File: src/rtl/pico_mul_pkg.sv
// Shared constants for the PicoMul 2x2 multiplier family.
package pico_mul_pkg;

    localparam int unsigned W        = 2;
    localparam int unsigned PW       = 2 * W;
    localparam int unsigned MAX_PROD = 9;

endpackage : pico_mul_pkg

File: src/rtl/half_adder.sv
// Single-bit half adder used to sum partial-product columns.
module half_adder (
    input  logic x,
    input  logic y,
    output logic sum,
    output logic carry
);

    assign sum   = x ^ y;
    assign carry = x & y;

endmodule : half_adder

File: src/rtl/x2_accurate_mul.sv
// Exact 2x2 unsigned multiplier: combinational product plus a one-stage
// registered product with valid flag.
module x2_accurate_mul
    import pico_mul_pkg::*;
(
    input  logic          clk,
    input  logic          rst_n,
    input  logic [W-1:0]  a,
    input  logic [W-1:0]  b,
    input  logic          in_valid,
    output logic [PW-1:0] out,
    output logic [PW-1:0] out_q,
    output logic          out_valid
);

    logic pp00, pp01, pp10, pp11;
    logic s1, c1, s2, c2;

    // AND array of partial products.
    assign pp00 = a[0] & b[0];
    assign pp01 = a[0] & b[1];
    assign pp10 = a[1] & b[0];
    assign pp11 = a[1] & b[1];

    half_adder u_ha_col1 (
        .x     (pp10),
        .y     (pp01),
        .sum   (s1),
        .carry (c1)
    );

    half_adder u_ha_col2 (
        .x     (pp11),
        .y     (c1),
        .sum   (s2),
        .carry (c2)
    );

    assign out = {c2, s2, s1, pp00};

    // Capture stage; out_q holds its value across bubbles.
    always_ff @(posedge clk) begin
        if (!rst_n) begin
            out_q     <= '0;
            out_valid <= 1'b0;
        end else begin
            out_valid <= in_valid;
            if (in_valid) begin
                out_q <= out;
            end
        end
    end

    a_max_prod : assert property (@(posedge clk) out <= PW'(MAX_PROD));

endmodule : x2_accurate_mul

File: config.mk
export PLATFORM = sky130hd
export DESIGN_NAME = x2_accurate_mul
export DESIGN_NICKNAME = d
export VERILOG_FILES = /design/src/rtl/pico_mul_pkg.sv /design/src/rtl/half_adder.sv /design/src/rtl/x2_accurate_mul.sv
export SDC_FILE = /design/constraint.sdc
export NUM_CORES = 1
export LEC_CHECK = 0
export BUFFER_PORTS_ARGS = -buffer_cell sky130_fd_sc_hd__buf_2
export CAP_MARGIN = 20
export CORE_AREA = 2 2 39 41
export DETAILED_ROUTE_END_ITERATION = 6
export DIE_AREA = 0 0 41 43
export PLACE_DENSITY = 0.45
export SLEW_MARGIN = 20
export SYNTH_ARGS = -nofsm -noshare
export SYNTH_HDL_FRONTEND = slang
export SYNTH_HIERARCHICAL = 1
export SYNTH_SLANG_ARGS = --single-unit
File: constraint.sdc
create_clock -name clk -period 1.4 [get_ports clk]
set_clock_uncertainty 0.2 [all_clocks]
set_input_delay 0.07 -clock clk [delete_from_list [all_inputs] [get_ports clk]]
set_output_delay 0.07 -clock clk [all_outputs]
set_load 0.01 [all_outputs]
==> out/results.ini <==
[status]
outcome = complete, no violations

[worst_setup_path]
path_max_fanout = 2
worstPathRequired_ps = 1130
crit_arrival_ps = 1010
r2r-start = out_q[0]$_SDFFE_PN0P_
crit_path_start = a[0]
cp-start-kind = input pin
cp-end-kind = primary output
critPathKind = in -> out

[power_and_ir_drop]
total_leakage_power_nw = 0.203
p_total_mw = 0.382
swShare = 0.235
p_int_mw = 0.293
p_clk_frac = 0.440
pwr-share-seq = 0.396
p_per_area_mw_per_mm2 = 995
combPwrFrac = 0.165
p_sw_mw = 0.0897
vdd_ir_drop_max_v = 0.000454

[cts]
cts-root-buf = clkbuf_4
clock_latency_ps = 240
cts-htree-levels = 1
cts_tree = yes
postCtsResizedCells = 0
clock-sinks = 5
clkTransAtPathRegs_ps = 40
clk_path_buf_depth = 2
cts_buffers = 3

[die]
start_util = 0.183
rows = 14
die-width_um = 41
die_area_mm2 = 0.00176
fp.coreArea_mm2 = 0.00138
ioPinCount = 16
fp.dieH_um = 43

[sta]
setup_viol = 0
rsz0062_at_grt = no
totalNegativeSetupSlack_ps = 0
tightest_slew_ps = 119
period_needed_ps = 1280
hold_violations = 0
max_freq_mhz = 782
finalMaxSlewViolations = 0
layout_worst_path_cycle_share = 0.913
max_slew_margin = 0.918

[synth]
synth-simple-area-share = 0.233
synth.distinct_cells = 8
synth_fa_ha_area_frac = 0.0990
ys_seq_area_frac = 0.396
synth_nets = 33
synth_seq_cells = 5
yosysWarnings = 6
netlist_instances = 24
synth_compound_area_frac = 0.0347
syn-cell-area_um2 = 253
synth_mux_area_frac = 0.119
synth_top_family_by_area = simple AND/OR/NAND/NOR gates
avgSynthCellArea_um2 = 10.5
synth_xor_area_frac = 0

[detailed_routing]
vias = 221
via_per_inst = 3.75
drc = 0
drtIter0Drc = 4
firstDrtPassIters = 4
wl_um = 516
wire_per_inst_um = 8.75
ant_nets = 0

[placement]
place.gp.congestion = 0.631
numPortBuffers = 15

[hold_path]
hold_class = in -> reg
min_from = a[1]

[grt]
grt_pass1_wl_um = 834
grt_pass1_vias = 212
antenna_found_initial = 0
grt_max_degree = 6
grt_overflow = 0
grt_use_total = 0.0803

[layout]
synthToLayoutAreaGrowth_pct = 52.0
layout-drive-gt1-share = 0.442
fin_nets = 53
n_antenna_cell = 0

[flow_run]
maxCapViolCount = 0

## critical path, cell delays in order
cell           delay [ps]
buf_2                 100
dlygate4sd3_1         540
and2_1                170
buf_2                 140
## metal layers
layer,share of wire,global-route usage,vias up
met5,0,0,-
met4,0,0.0400,0
met3,0.13,0.0942,0
met2,0.46,0.103,12
met1,0.40,0.0740,94
li1,-,-,115
## synth_stat cells
cell type	n	share of area
mux2i_1	3	0.12
and2_1	4	0.099
a22o_1	1	0.035
and2_4	1	0.035
dfxtp_1	5	0.40
nor2b_1	4	0.099
ha_1	2	0.099
buf_4	4	0.12
## final timing paths
| path | slack, ps | cells past startpoint | to |
|---|---|---|---|
| max | 120 | 4 | out[0] |
| min | 150 | 5 | out_q[2]$_SDFFE_PN0P_ |
| max reg2reg | 460 | 2 | out_q[0]$_SDFFE_PN0P_ |
| min reg2reg | 310 | 2 | out_q[3]$_SDFFE_PN0P_ |
## final cells by class
class,count,area (µm²)
clock buffer,4,26.3
fill,154,1000
multi-input combinational,15,123
sequential,5,100
tap,16,20.0
timing repair buffer,19,115
## power groups by stage
| stage | clock [mW] | sequential, mW | combinational [mW] |
|---|---|---|---|
| floorplan | 0 | 0.157 | 0.0335 |
| global placement | 0 | 0.154 | 0.0553 |
| detailed placement | 0 | 0.154 | 0.0553 |
| CTS | 0.176 | 0.151 | 0.0638 |
| global route | 0.193 | 0.152 | 0.0696 |
| finish | 0.168 | 0.151 | 0.0629 |
## cells by family after synthesis
group           count (synthesis)
simple gates                    9
compound gates                  1
fa+ha+maj                       2
flops                           5
mux                             3
buf+inv                         4
## cells in the final DEF, fill, tap and decap left out
master and n:
ha_1 2, nor2b_1 4, and2_4 1, and2_1 4, clkbuf_1 1, dlygate4sd3_1 4, buf_2 15, mux2i_1 3
dfxtp_1 5, a22o_1 1, clkbuf_4 3
## sequential cells by signal (all words and copies together) (netlist names)
name,cells
out_q,4
out_valid,1
## stage by stage
stage,instance area [µm²],std cells,util,hold WS [ps],setup slack [ps]
final,384,59,0.278,150,121
after global routing,384,59,0.278,187,77.7
after CTS,384,59,0.278,149,111
after detailed placement,318,51,0.230,155,88.0
after global placement,318,51,0.230,150,86.4
after floorplan,253,24,-,-1.83,225
## what timing repair did
action / in CTS / in global routing
setup buffers: 0 / 0
hold buffers: 4 / 0
hold endpoints to repair: 5 / 0
No activity file was read; power rests on OpenSTA's default activity.
